[config.mk]
export PLATFORM = sky130hd
export DESIGN_NAME = wbm_bridge_flat
export DESIGN_NICKNAME = d
export VERILOG_FILES = /design/src/rtl/wb_pkg.sv /design/src/rtl/wishbone.sv /design/src/rtl/wbm_bridge.sv /design/src/flat_wrapper.sv
export SDC_FILE = /design/constraint.sdc
export NUM_CORES = 1
export LEC_CHECK = 0
export ABC_AREA = 1
export ABC_CLOCK_PERIOD_IN_PS = 1400
export BUFFER_PORTS_ARGS = -buffer_cell sky130_fd_sc_hd__buf_2
export CAP_MARGIN = 20
export CORE_MARGIN = 4
export CORE_UTILIZATION = 44
export CTS_CLUSTER_SIZE = 8
export DETAILED_ROUTE_END_ITERATION = 12
export PLACE_DENSITY = 0.74
export SYNTH_ARGS = -nofsm -noshare
export SYNTH_HDL_FRONTEND = slang
export SYNTH_SLANG_ARGS = --single-unit
[constraint.sdc]
create_clock -name wb_clk -period 1.4 [get_ports wb_clk]
set_input_delay 0.21 -clock wb_clk [delete_from_list [all_inputs] [get_ports wb_clk]]
set_output_delay 0.21 -clock wb_clk [all_outputs]
set_load 0.01 [all_outputs]
[src/rtl/wb_pkg.sv]
// wb_pkg: shared types and constants for the Wishbone byte-stream bridge.
// Holds the bridge state encoding, reply byte values and command byte layout.
package wb_pkg;

    typedef enum logic [2:0] {
        IDLE = 3'd0,
        DATA = 3'd1,
        STB  = 3'd2,
        WAIT = 3'd3,
        RESP = 3'd4
    } state_t;

    // Reply bytes returned to the host when the peripheral gives no read data
    localparam logic [7:0] REPLY_WR_OK      = 8'h00;
    localparam logic [7:0] REPLY_RD_TIMEOUT = 8'hFF;
    localparam logic [7:0] REPLY_WR_TIMEOUT = 8'h01;

    // Command byte layout: bit7 = we, bits6:4 reserved, bits3:0 = adr
    localparam int CMD_WE_BIT  = 7;
    localparam int CMD_ADR_MSB = 3;
    localparam int CMD_ADR_LSB = 0;

endpackage

[src/rtl/wishbone.sv]
// wishbone: single-byte Wishbone bus bundle, including clock and reset.
// The bridge connects through the master modport; peripherals use slave.
interface wishbone;

    logic       clk;
    logic       rst;
    logic       stb;
    logic       we;
    logic [3:0] adr;
    logic       sel;
    logic [7:0] dat_c;
    logic [7:0] dat;
    logic       ack;

    modport master (
        input  clk, rst, dat, ack,
        output stb, we, adr, sel, dat_c
    );

    modport slave (
        input  clk, rst, stb, we, adr, sel, dat_c,
        output dat, ack
    );

endinterface

[src/rtl/wbm_bridge.sv]
// wbm_bridge: turns a host byte stream into single Wishbone cycles and
// returns one reply byte per transaction (read data, or a write status).
// Optional feature macro: WBM_BRIDGE_TIMEOUT_EN -- aborts a cycle whose ack
// does not arrive within TIMEOUT WAIT cycles and replies with an error byte.
module wbm_bridge
    import wb_pkg::*;
#(
    parameter int TIMEOUT = 15
) (
    wishbone.master    wb,
    input  logic [7:0] rx_data,
    input  logic       rx_valid,
    output logic       rx_ready,
    output logic [7:0] tx_data,
    output logic       tx_valid,
    input  logic       tx_ready,
    output logic       busy
);

    state_t     r_state;
    state_t     w_next;
    logic       r_we;
    logic [3:0] r_adr;
    logic [7:0] r_dat_c;
    logic [7:0] r_tx_data;
    logic       w_rx_fire;
    logic       w_timeout;
    logic [2:0] w_unused_rsvd;

    assign w_rx_fire     = rx_valid && rx_ready;
    assign w_unused_rsvd = rx_data[6:4];

`ifdef WBM_BRIDGE_TIMEOUT_EN
    localparam int CNT_W = $clog2(TIMEOUT + 1);

    logic [CNT_W-1:0] r_cnt;

    // WAIT-cycle counter: cleared while strobing, so it starts at 0 in WAIT
    always_ff @(posedge wb.clk) begin
        if (wb.rst) begin
            r_cnt <= '0;
        end else if (r_state == STB) begin
            r_cnt <= '0;
        end else if (r_state == WAIT) begin
            r_cnt <= r_cnt + 1'b1;
        end
    end

    // The count reaches TIMEOUT on this cycle's increment
    assign w_timeout = (r_state == WAIT) && (r_cnt == CNT_W'(TIMEOUT - 1));
`else
    logic [31:0] w_unused_timeout;

    assign w_unused_timeout = TIMEOUT;
    assign w_timeout        = 1'b0;
`endif

    // State register
    always_ff @(posedge wb.clk) begin
        // NOTE: sequential state uses non-blocking assignments so every
        // flop samples pre-edge values regardless of block ordering.
        if (wb.rst) begin
            r_state <= IDLE;
        end else begin
            r_state <= w_next;
        end
    end

    // Next-state logic; ack only matters in WAIT, and ack beats the timeout
    always_comb begin
        // NOTE: default first so no path leaves w_next unassigned (no latch).
        w_next = r_state;
        case (r_state)
            IDLE:    if (w_rx_fire) w_next = rx_data[CMD_WE_BIT] ? DATA : STB;
            DATA:    if (w_rx_fire) w_next = STB;
            STB:     w_next = WAIT;
            WAIT:    if (wb.ack || w_timeout) w_next = RESP;
            RESP:    if (tx_ready) w_next = IDLE;
            default: w_next = IDLE;
        endcase
    end

    // Moore outputs decoded from state; rx_ready is also held low in reset
    always_comb begin
        rx_ready = 1'b0;
        tx_valid = 1'b0;
        wb.stb   = 1'b0;
        wb.sel   = 1'b0;
        busy     = (r_state != IDLE);
        case (r_state)
            IDLE:    rx_ready = !wb.rst;
            DATA:    rx_ready = !wb.rst;
            STB: begin
                wb.stb = 1'b1;
                wb.sel = 1'b1;
            end
            RESP:    tx_valid = 1'b1;
            default: ;
        endcase
    end

    // Command, write data and reply capture; these hold between transactions
    always_ff @(posedge wb.clk) begin
        if (wb.rst) begin
            r_we      <= 1'b0;
            r_adr     <= '0;
            r_dat_c   <= '0;
            r_tx_data <= '0;
        end else begin
            if (r_state == IDLE && w_rx_fire) begin
                r_we  <= rx_data[CMD_WE_BIT];
                r_adr <= rx_data[CMD_ADR_MSB:CMD_ADR_LSB];
            end
            if (r_state == DATA && w_rx_fire) begin
                r_dat_c <= rx_data;
            end
            if (r_state == WAIT) begin
                if (wb.ack) begin
                    r_tx_data <= r_we ? REPLY_WR_OK : wb.dat;
                end else if (w_timeout) begin
                    r_tx_data <= r_we ? REPLY_WR_TIMEOUT : REPLY_RD_TIMEOUT;
                end
            end
        end
    end

    assign wb.we    = r_we;
    assign wb.adr   = r_adr;
    assign wb.dat_c = r_dat_c;
    assign tx_data  = r_tx_data;

endmodule

[src/flat_wrapper.sv]
// flat-port wrapper written by rule: the top's interface ports become plain ports
module wbm_bridge_flat import wb_pkg::*;
#(
    parameter int TIMEOUT = 15
)
  (rx_data, rx_valid, rx_ready, tx_data, tx_valid, tx_ready, busy, wb_clk, wb_rst, wb_dat, wb_ack, wb_stb, wb_we, wb_adr, wb_sel, wb_dat_c);
  wishbone wb_i ();
  input  logic [7:0] rx_data;
  input  logic rx_valid;
  output logic rx_ready;
  output logic [7:0] tx_data;
  output logic tx_valid;
  input  logic tx_ready;
  output logic busy;
  input wire logic [$bits(wb_i.clk)-1:0] wb_clk;
  input wire logic [$bits(wb_i.rst)-1:0] wb_rst;
  input wire logic [$bits(wb_i.dat)-1:0] wb_dat;
  input wire logic [$bits(wb_i.ack)-1:0] wb_ack;
  output wire logic [$bits(wb_i.stb)-1:0] wb_stb;
  output wire logic [$bits(wb_i.we)-1:0] wb_we;
  output wire logic [$bits(wb_i.adr)-1:0] wb_adr;
  output wire logic [$bits(wb_i.sel)-1:0] wb_sel;
  output wire logic [$bits(wb_i.dat_c)-1:0] wb_dat_c;
  assign wb_i.clk = wb_clk;
  assign wb_i.rst = wb_rst;
  assign wb_i.dat = wb_dat;
  assign wb_i.ack = wb_ack;
  assign wb_stb = wb_i.stb;
  assign wb_we = wb_i.we;
  assign wb_adr = wb_i.adr;
  assign wb_sel = wb_i.sel;
  assign wb_dat_c = wb_i.dat_c;
  wbm_bridge #(.TIMEOUT(TIMEOUT)) u_core (.wb(wb_i), .rx_data(rx_data), .rx_valid(rx_valid), .rx_ready(rx_ready), .tx_data(tx_data), .tx_valid(tx_valid), .tx_ready(tx_ready), .busy(busy));
endmodule
==> After elaboration in Yosys (flattened, before gate mapping) <==
Cells that the tools add are included.
{ "op_classes": {"reduce_logical": 9, "n_mul": 0, "n_shift": 0, "magnitude_cmp": 0, "div": 0, "eq_ne": 8, "add_sub_neg": 0, "bitwise_logic": 0, "muxes": 10} }
{ "op_table": {"columns": ["cell", "n"], "rows": [
  ["case mux 3 bit (5 select lines)", 1],
  ["2-to-1 mux 3 bit", 4],
  ["2-to-1 mux 8 bit", 1],
  ["== test 3 x 2 -> 1 bit (second input constant)", 2],
  ["!= test 2 x 1 -> 1 bit (second input constant)", 2],
  ["!= test 2 bit (second input constant)", 2],
  ["AND reduction 4 bit", 1],
  ["== test 3 x 1 -> 1 bit (second input constant)", 1],
  ["== test 3 bit (second input constant)", 1],
  ["logical AND 1 bit", 3],
  ["zero test 3 bit", 1],
  ["2-to-1 mux 1 bit", 3],
  ["nonzero test 3 bit", 1],
  ["2-to-1 mux 2 bit", 1],
  ["AND reduction 2 bit", 1],
  ["OR reduction 2 bit", 1],
  ["zero test 1 bit", 1]
]} }
{ "word_totals": {"rom_bits": 0, "ram_bits": 0, "output_inout_bits": 26, "n_memories": 0, "wordCells": 32, "latchBits": 0, "input_bits": 21, "regBits": 24} }

==> Longest topological paths before layout <==
Gate-level depths: netlist (run 1).
{ "logic_depth": {"ltp_word": 6, "ltp_mapped": 7, "ltp_nobuf": 7} }

==> Worst setup path before layout (run 1) <==
No wires, ideal clock.
{ "synth_timing": {"path_type": "reg2out", "startpoint": "register u_core.r_state[1]", "endpoint": "output port wb_stb", "stages_incl_launch_ff": 4, "path_buffers": 1, "required_ps": 1190, "arrival_ps": 1059, "setup_slack_ps": 131, "cell_sequence": "dfxtp_1 > inv_1 > nor3_1 > buf_4"} }
{ "synth_via": {"elab_chain_len": 2} }
{ "synth_lines": {"columns": ["item", "line_no", "source"], "rows": [
  ["from (decl)", "wbm_bridge.sv:20", "state_t r_state;"],
  ["from (signal assigned)", "wbm_bridge.sv:65", "r_state <= w_next;"],
  ["== test 3 x 2 -> 1 bit", null, null],
  ["2-to-1 mux 1 bit", null, null],
  ["to (decl)", "flat_wrapper.sv:19", "output wire logic [$bits(wb_i.stb)-1:0] wb_stb;"]
]} }
Every way passes these cells.

==> Worst setup path after layout (run 1) <==
{ "layout_timing": {"startpoint": "register u_core.r_state[2]", "endpoint": "output port busy"} }
{ "layout_via": {"elab_chain_len": 1} }
{ "layout_lines": {"columns": ["item", "line_no", "source"], "rows": [
  ["nonzero test 3 bit", "wbm_bridge.sv:89", "busy = (r_state != IDLE);"],
  ["to (decl)", "flat_wrapper.sv:14", "output logic busy;"]
]} }
Every way passes these cells.

==> results of run 1 <==
area by class of cell:
class / instances / area [um^2]
Fill cell: 188 / 766
Sequential cell: 24 / 489
Clock buffer: 3 / 22.5
Multi-Input combinational cell: 77 / 427
Timing Repair Buffer: 48 / 245
Tap cell: 27 / 33.8
Inverter: 21 / 78.8
worst reg2reg max path, stage by stage, from the launching register on:
cell     delay, ns
dfxtp_2       0.45
nand2_2       0.11
nor2_4        0.22
nand2_2       0.18
nand2_1       0.10
a21oi_1       0.07
routing by layer:
layer | vias to the layer above | part of all wire (%)
met5 | - | 0
met4 | 0 | 0.38
met3 | 2 | 8.6
met2 | 38 | 52
met1 | 442 | 39
li1 | 516 | -
state kept, by name, indices dropped and copies added, names as in the netlist:
register         flops
u_core.r_state       3
u_core.wb.we         1
u_core.wb.dat_c      8
u_core.tx_data       8
u_core.wb.adr        4
logic make-up (layout without fill, tap and decap cells):
logic type,Yosys count,count (layout),synth area share [%]
and+or+nand+nor,42,42,23.2
buffers and inverters,26,72,10.9
DFF,24,24,48.2
AOI/OAI and AO/OA,35,35,17.6
stage by stage:
stage | cells | util, %
4_1_cts | 200 | 61.8
3_5_place_dp | 197 | 60.4
2_1_floorplan | 127 | -
6_report | 200 | 62.9
5_1_grt | 200 | 62.9
3_3_place_gp | 197 | 60.4
power by group through the flow:
stage	Combinational (W)	Sequential [W]	Clock, W
after floorplan	0.000104	0.000758	0
after global placement	0.000193	0.000747	0
after detailed placement	0.000199	0.000748	0
after CTS	0.000201	0.000734	0.000296
after global routing	0.000231	0.000740	0.000332
final	0.000204	0.000735	0.000286
cells in the mapped netlist, drive strengths merged:
cell,number
nand3,3
clkbuf,2
dfxtp,24
a21oi,22
nor2,10
o21ai,13
nand4,10
buf,3
nor3,4
nand2,15
clkinv,1
inv,20
cells in the final DEF (no fill, tap or decap), drive strengths merged:
master,count
a21oi,22
buf,48
clkbuf,3
clkinv,1
dfxtp,24
inv,20
nand2,15
nand3,3
nand4,10
nor2,10
nor3,4
o21ai,13
worst paths after layout:
kind / from / to / slack, ns / cells after the start
setup reg to reg: u_core.r_state[0] / u_core.tx_data[2] / 0.18 / 5
setup / recovery: u_core.r_state[2] / busy / 0.06 / 3
hold / removal: wb_rst / u_core.r_state[1] / 0.11 / 2
hold reg to reg: u_core.wb.adr[2] / u_core.wb.adr[2] / 0.45 / 2
==> out/metrics.cfg, run 1 <==
[outcome]
status=finished clean

[clocking]
cts_tree=done
clock_latency_ns=0.30
numCtsBuffers=3
cts_resized=3
cts_buffer_depth=2
htreeDepth=1
postCtsHoldBufs=0
postCtsSetupBuffers=0
cts_sinks=24
clk_pin_slew_worst_paths_ns=0.12
root_buffer=clkbuf_4

[detailed_routing]
final_antenna_net_count=0
routed_wl_um=2370
route.detailed.drc=0
drtIter0Drc=20
firstDrtPassIters=4
viasPerCell=4.99
routedWlPerCell_um=11.8
vias=998

[power_and_ir_drop]
comb_power_share_pct=16.6
power_frac_clock_pct=23.4
p_int_w=0.000893
power.switching_w=0.000332
peakVddDrop_v=0.000816
pwr-share-seq_pct=60.0
power_w=0.00122
pwr_density_cell_nw_per_um2=945
p_sw_share_pct=27.1
leakage_nw=0.610

[sta]
fin_ws_ns=0.0615
worstMarginPinSlew_ns=0.266
period_minus_slack_ns=1.34
hold_violations=0
whs_ns=0.112
fin_skew_ns=0.00108
max_freq_mhz=747
setup_violations=0
tns_ns=0
rsz0062_at_grt=false
relSlewSlack_pct=82.1
slew_violations=0
fin_crit_sh_pct=95.6

[worst_hold_path]
hold_class=in2reg

[global_routing]
antenna_found_initial=0
grt_pass1_wl_um=4020
grt.busiest_layer=met2
grt_use_met3_pct=5.80
use_met2_pct=27.4
overflow=0
grtUsageTotal_pct=15.6
met1_usage_pct=18.2
grt_start_max_net_pins=17
grt_pass1_vias=924

[synth]
seq_area_frac_synth_pct=48.2
synth.top_cells.by_area=dfxtp_1, a21oi_1, inv_1
yosysTopAreaCell=dfxtp_1
synth_nets=148
syn-instance-count=127
ys_warn_count=0
yosysTopAreaCellShare_pct=48.2
syn_area_per_cell_um2=7.84
ys_seq_elements=24
yosysUniqueCellTypes=18
syn-cell-area_um2=996

[worst_setup_path]
path_class=reg2out
path_cells=nor2_4, nand2_1, buf_2
critPathLaunchType=flip-flop
required_ns=1.19
worst_ep_arrival_time_ns=1.13
critPathMaxFanout=6
critPathBufInv=1
crit_slowest_cell=dfxtp_4
slowest_delay_ns=0.40
critical-path-top-delay-family=flip-flops
end_kind=primary output

[finish]
nNetsFinal=196
diodes=0
area_delta_synth_final_pct=30.2
fin_area_um2=1300
drive_above_1_share_pct=37.0

[floorplanning]
initial_core_util_pct=48.3
die_w_um=55.6
die_h_um=55.6
fp.coreArea_um2=2060
die-area_um2=3090
io_pins=47
rows=16

[placement]
placed_area_um2=1240
io_buffer_count=46
dp_slack_ns=0.0361
hpwl_um=1860
place.gp.congestion=0.780

[flow_run]
cap_violations=0

No activity file was read; power rests on OpenSTA's default activity.
==> run 2, diff against run 1 <==
- RECOVER_POWER: not set -> 50
==> run 2 against run 1 <==
  * Global-route usage stayed put
  * Routed wire length grew 0.59%
  * Sequential power about the same
  * Final cell count unchanged
  * Die area is the same
  * First-iteration DRC count is 5.0% higher
  * Register-to-register slack hardly changed
  * Worst setup slack lost 0.0032 ns
  * Sequential share of layout area increased by 0.78 points
  * Critical path type unchanged
  * Largest power group unchanged
==> out/metrics.cfg, run 2 (synthesized netlist as in run 1, its figures left out) <==
[sta]
worstMarginPinSlew_ns=0.266  ; about the same
fin_crit_sh_pct=95.8  ; was 95.6%
period_minus_slack_ns=1.34  ; about the same
max_freq_mhz=745  ; was 747 MHz
tns_ns=0  ; unchanged
setup_violations=0  ; unchanged
fin_skew_ns=0.00229  ; was 0.00108 ns
rsz0062_at_grt=false  ; unchanged
slew_violations=0  ; unchanged
hold_violations=0  ; unchanged
relSlewSlack_pct=82.1  ; about the same

[detailed_routing]
routed_wl_um=2380  ; was 2370 um
firstDrtPassIters=4  ; unchanged
routedWlPerCell_um=11.9  ; was 11.8 um
route.detailed.drc=0  ; unchanged
drtIter0Drc=21  ; was 20
viasPerCell=4.94  ; was 4.99
vias=988  ; was 998
final_antenna_net_count=0  ; unchanged

[placement]
hpwl_um=1860  ; unchanged
io_buffer_count=46  ; unchanged
place.gp.congestion=0.780  ; unchanged

[global_routing]
grtUsageTotal_pct=15.6  ; unchanged
grt_pass1_vias=924  ; unchanged
antenna_found_initial=0  ; unchanged
overflow=0  ; unchanged
grt_start_max_net_pins=17  ; unchanged
grt_pass1_wl_um=4020  ; unchanged

[power_and_ir_drop]
peakVddDrop_v=0.000822  ; was 0.000816 V
pwr_density_cell_nw_per_um2=963  ; was 945 nW/um^2
leakage_nw=0.520  ; was 0.610 nW

[worst_setup_path]
worst_ep_arrival_time_ns=1.13  ; about the same
ff2ff_path_depth=5  ; unchanged
end_kind=primary output  ; unchanged
critPathMaxFanout=6  ; unchanged
critPathLaunchType=flip-flop  ; unchanged
path_class=reg2out  ; unchanged
rrSetupSlack_ns=0.18  ; about the same
required_ns=1.19  ; about the same
r2r_end=u_core.tx_data[2]  ; unchanged
r2r-start=u_core.r_state[0]  ; unchanged

[finish]
area_delta_synth_final_pct=27.5  ; was 30.2%
drive_above_1_share_pct=24.9  ; was 37.0%
fill_cells=199  ; was 188
nNetsFinal=196  ; unchanged
fin_util_pct=61.6  ; was 62.9%
final_common_cell=buf_2  ; unchanged
layout_common_cells=buf_2, a21oi_1, clkbuf_1, dfxtp_1, inv_1  ; was buf_2, a21oi_1, dfxtp_1
diodes=0  ; unchanged

[worst_hold_path]
hold_depth=2  ; unchanged
hold_end=u_core.r_state[1]  ; unchanged
worstHoldStart=wb_rst  ; unchanged
hold_class=in2reg  ; unchanged

[floorplanning]
io_pins=47  ; unchanged
rows=16  ; unchanged
fp.coreArea_um2=2060  ; unchanged
die_w_um=55.6  ; unchanged
die_h_um=55.6  ; unchanged
die-area_um2=3090  ; unchanged
initial_core_util_pct=48.3  ; unchanged

[flow_run]
cap_violations=0  ; unchanged

[clocking]
root_buffer=clkbuf_4  ; unchanged
cts_sinks=24  ; unchanged
clock_latency_ns=0.30  ; about the same
htreeDepth=1  ; unchanged
clk_pin_slew_worst_paths_ns=0.12  ; about the same
numCtsBuffers=3  ; unchanged
postCtsSetupBuffers=0  ; unchanged
cts_tree=done  ; unchanged
cts_buffer_depth=2  ; unchanged

[outcome]
status=finished clean  ; unchanged

-- run 2: worst max-delay path: stages (launching register included) --
cell and delay [ns]:
dfxtp_4 0.40, nor2_4 0.18, nand2_1 0.10, buf_2 0.15
-- run 2: how the worst max path moves through the flow --
stage | from | end | slack [ns] | cells after the start
after detailed placement | u_core.r_state[2] | u_core.wb.dat_c[3] | 0.04 | 4
after floorplan | u_core.r_state[1] | wb_stb | 0.13 | 3
final | u_core.r_state[2] | busy | 0.06 | 3
after global placement | u_core.r_state[2] | u_core.wb.dat_c[4] | 0.15 | 4
after CTS | u_core.r_state[0] | busy | 0.03 | 3
after global routing | u_core.r_state[2] | busy | 0.01 | 3
-- run 2: repair_timing --
| item | 4_1_cts | 5_1_grt |
|---|---|---|
| setup endpoints to repair | 3 | 12 |
| hold buffers | 0 | 0 |
| resized for setup | 3 | 6 |
| pin swaps | 0 | 0 |
-- run 2: report_power, final --
group	switching (W)	total, W	internal [W]
sequential	0.0000255	0.000736	0.000710
combinational	0.000121	0.000198	0.0000764
clock	0.000189	0.000289	0.000101
total	0.000336	0.00122	0.000887
-- run 2: per-layer routing --
layer / part of all wire (%) / track usage [%] / wire length [um] / vias to the layer above
met1: 41 / 18.2 / 973 / 440
met3: 7.4 / 5.80 / 177 / 2
li1: - / - / - / 515
met4: 0.38 / 2.78 / 9 / 0
met2: 51 / 27.4 / 1220 / 31
met5: 0 / 0 / 0 / -
-- run 2: through the flow --
step | worst slack, ns | instance area [um^2] | power, W | hold WS, ns | std cells
after global routing | 0.0132 | 1270 | 0.00130 | 0.107 | 200
after CTS | 0.0311 | 1270 | 0.00123 | 0.108 | 200
after floorplan | 0.131 | 996 | 0.000862 | 0.279 | 127
after detailed placement | 0.0361 | 1240 | 0.000947 | 0.432 | 197
final | 0.0583 | 1270 | 0.00122 | 0.109 | 200
after global placement | 0.152 | 1240 | 0.000940 | 0.429 | 197
-- run 2: cell type report --
cell class	instances	area (um^2)	area share (%)
Clock buffer	3	22.5	1.77
Inverter	21	78.8	6.21
Multi-Input combinational cell	77	427	33.6
Sequential cell	24	489	38.5
Tap cell	27	33.8	2.66
Timing Repair Buffer	48	219	17.2
==> run 3, diff against run 2 <==
- PLACE_DENSITY: 0.74 -> 0.76
==> run 3 against run 2 <==
  * Worst setup slack better by 0.015 ns
  * Die area did not move
  * Critical path depth did not move
  * Highest routed layer unchanged
==> out/metrics.cfg, run 3 (synthesized netlist as in run 1, its figures left out) <==
[outcome]
status=finished clean  ; unchanged

[finish]
fin_util_pct=63.0  ; was 61.6%
instances_no_fill=201  ; was 200
area_delta_synth_final_pct=30.4  ; was 27.5%
fill_cells=193  ; was 199
final_common_cell=buf_2  ; unchanged
diodes=0  ; unchanged
fin_area_um2=1300  ; was 1270 um^2
nNetsFinal=196  ; unchanged
drive_above_1_share_pct=25.3  ; was 24.9%
layout_common_cells=buf_2, a21oi_1, clkbuf_1, dfxtp_1, inv_1  ; unchanged

[floorplanning]
die-area_um2=3090  ; unchanged
die_h_um=55.6  ; unchanged
initial_core_util_pct=48.3  ; unchanged
rows=16  ; unchanged
die_w_um=55.6  ; unchanged
fp.coreArea_um2=2060  ; unchanged
io_pins=47  ; unchanged

[worst_setup_path]
critPathLaunchType=flip-flop  ; unchanged
path_class=reg2out  ; unchanged
worst_ep_arrival_time_ns=1.12  ; was 1.13 ns
required_ns=1.19  ; about the same
critPathMaxFanout=6  ; unchanged
end_kind=primary output  ; unchanged
rrSetupSlack_ns=0.16  ; was 0.18 ns

[power_and_ir_drop]
pwr_density_cell_nw_per_um2=1100  ; was 963 nW/um^2
peakVddDrop_v=0.000645  ; was 0.000822 V
leakage_nw=0.542  ; was 0.520 nW

[global_routing]
overflow=0  ; unchanged
grt_pass1_vias=913  ; was 924
antenna_found_initial=0  ; unchanged
grt_pass1_wl_um=3970  ; was 4020 um
grtUsageTotal_pct=15.4  ; was 15.6%
grt_start_max_net_pins=17  ; unchanged

[sta]
max_freq_mhz=754  ; was 745 MHz
setup_violations=0  ; unchanged
relSlewSlack_pct=81.7  ; was 82.1%
period_minus_slack_ns=1.33  ; was 1.34 ns
fin_crit_sh_pct=94.8  ; was 95.8%
slew_violations=0  ; unchanged
hold_violations=0  ; unchanged
worstMarginPinSlew_ns=0.274  ; was 0.266 ns
fin_skew_ns=0.00449  ; was 0.00229 ns
tns_ns=0  ; unchanged
rsz0062_at_grt=false  ; unchanged

[detailed_routing]
firstDrtPassIters=4  ; unchanged
drtIter0Drc=23  ; was 21
routed_wl_um=2420  ; was 2380 um
route.detailed.drc=0  ; unchanged
final_antenna_net_count=0  ; unchanged
vias=990  ; was 988
routedWlPerCell_um=12.0  ; was 11.9 um
viasPerCell=4.93  ; was 4.94

[clocking]
root_buffer=clkbuf_4  ; unchanged
cts_buffer_depth=2  ; unchanged
numCtsBuffers=3  ; unchanged
clk_pin_slew_worst_paths_ns=0.13  ; was 0.12 ns
cts_tree=done  ; unchanged
htreeDepth=1  ; unchanged
clock_latency_ns=0.31  ; was 0.30 ns
cts_sinks=24  ; unchanged

[worst_hold_path]
hold_class=in2reg  ; unchanged

[placement]
io_buffer_count=46  ; unchanged
numPlacedInstances=197  ; unchanged
hpwl_um=1850  ; was 1860 um
placed_area_um2=1240  ; unchanged
place.gp.congestion=0.733  ; was 0.780

[flow_run]
cap_violations=0  ; unchanged

## run 3: layer usage
| layer | vias up | track usage (%) | share of wire [%] |
|---|---|---|---|
| met1 | 432 | 18.7 | 42 |
| met2 | 37 | 26.0 | 49 |
| met4 | 0 | 6.25 | 0.41 |
| li1 | 519 | - | - |
| met5 | - | 0 | 0 |
| met3 | 2 | 3.71 | 7.9 |
## run 3: path summary, 6_finish.rpt
path / end / cells after the start / start
max: busy / 3 / u_core.r_state[2]
min: u_core.wb.dat_c[7] / 2 / wb_rst
max reg2reg: u_core.r_state[1] / 7 / u_core.r_state[0]
min reg2reg: u_core.wb.dat_c[1] / 2 / u_core.wb.dat_c[1]
## run 3: critical path: stages (launching register included)
cell and delay [ns]:
dfxtp_4 0.40, nor2_4 0.17, nand2_1 0.09, buf_2 0.15
## run 3: report_power, final
group | switching, W | total (W) | internal, W
registers | 0.0000249 | 0.000735 | 0.000710
logic | 0.000121 | 0.000196 | 0.0000756
clock network | 0.000210 | 0.000500 | 0.000289
total | 0.000356 | 0.00143 | 0.00108
## run 3: final cells by class
type | count | area [um^2] | area share [%]
tap | 27 | 33.8 | 2.60
timing repair buffer | 48 | 219 | 16.9
sequential | 24 | 489 | 37.7
clock buffer | 3 | 22.5 | 1.73
multi-input combinational | 77 | 425 | 32.8
inverter | 21 | 78.8 | 6.07
clock inverter | 1 | 30.0 | 2.31
## run 3: per-stage QoR
| step | hold slack [ns] | setup slack (ns) | total power (W) |
|---|---|---|---|
| 2_1_floorplan | 0.279 | 0.131 | 0.000862 |
| 5_1_grt | 0.102 | 0.00417 | 0.00149 |
| 3_3_place_gp | 0.428 | 0.158 | 0.000938 |
| 6_report | 0.109 | 0.0731 | 0.00143 |
| 3_5_place_dp | 0.432 | 0.0748 | 0.000948 |
| 4_1_cts | 0.0912 | 0.0202 | 0.00145 |
## run 3: what timing repair did
item / in CTS / in global routing
buffers inserted: 0 / 0
gates cloned: 0 / 0
hold buffers: 0 / 0
pin swaps: 0 / 0
resized for setup: 3 / 5
setup endpoints to repair: 3 / 9
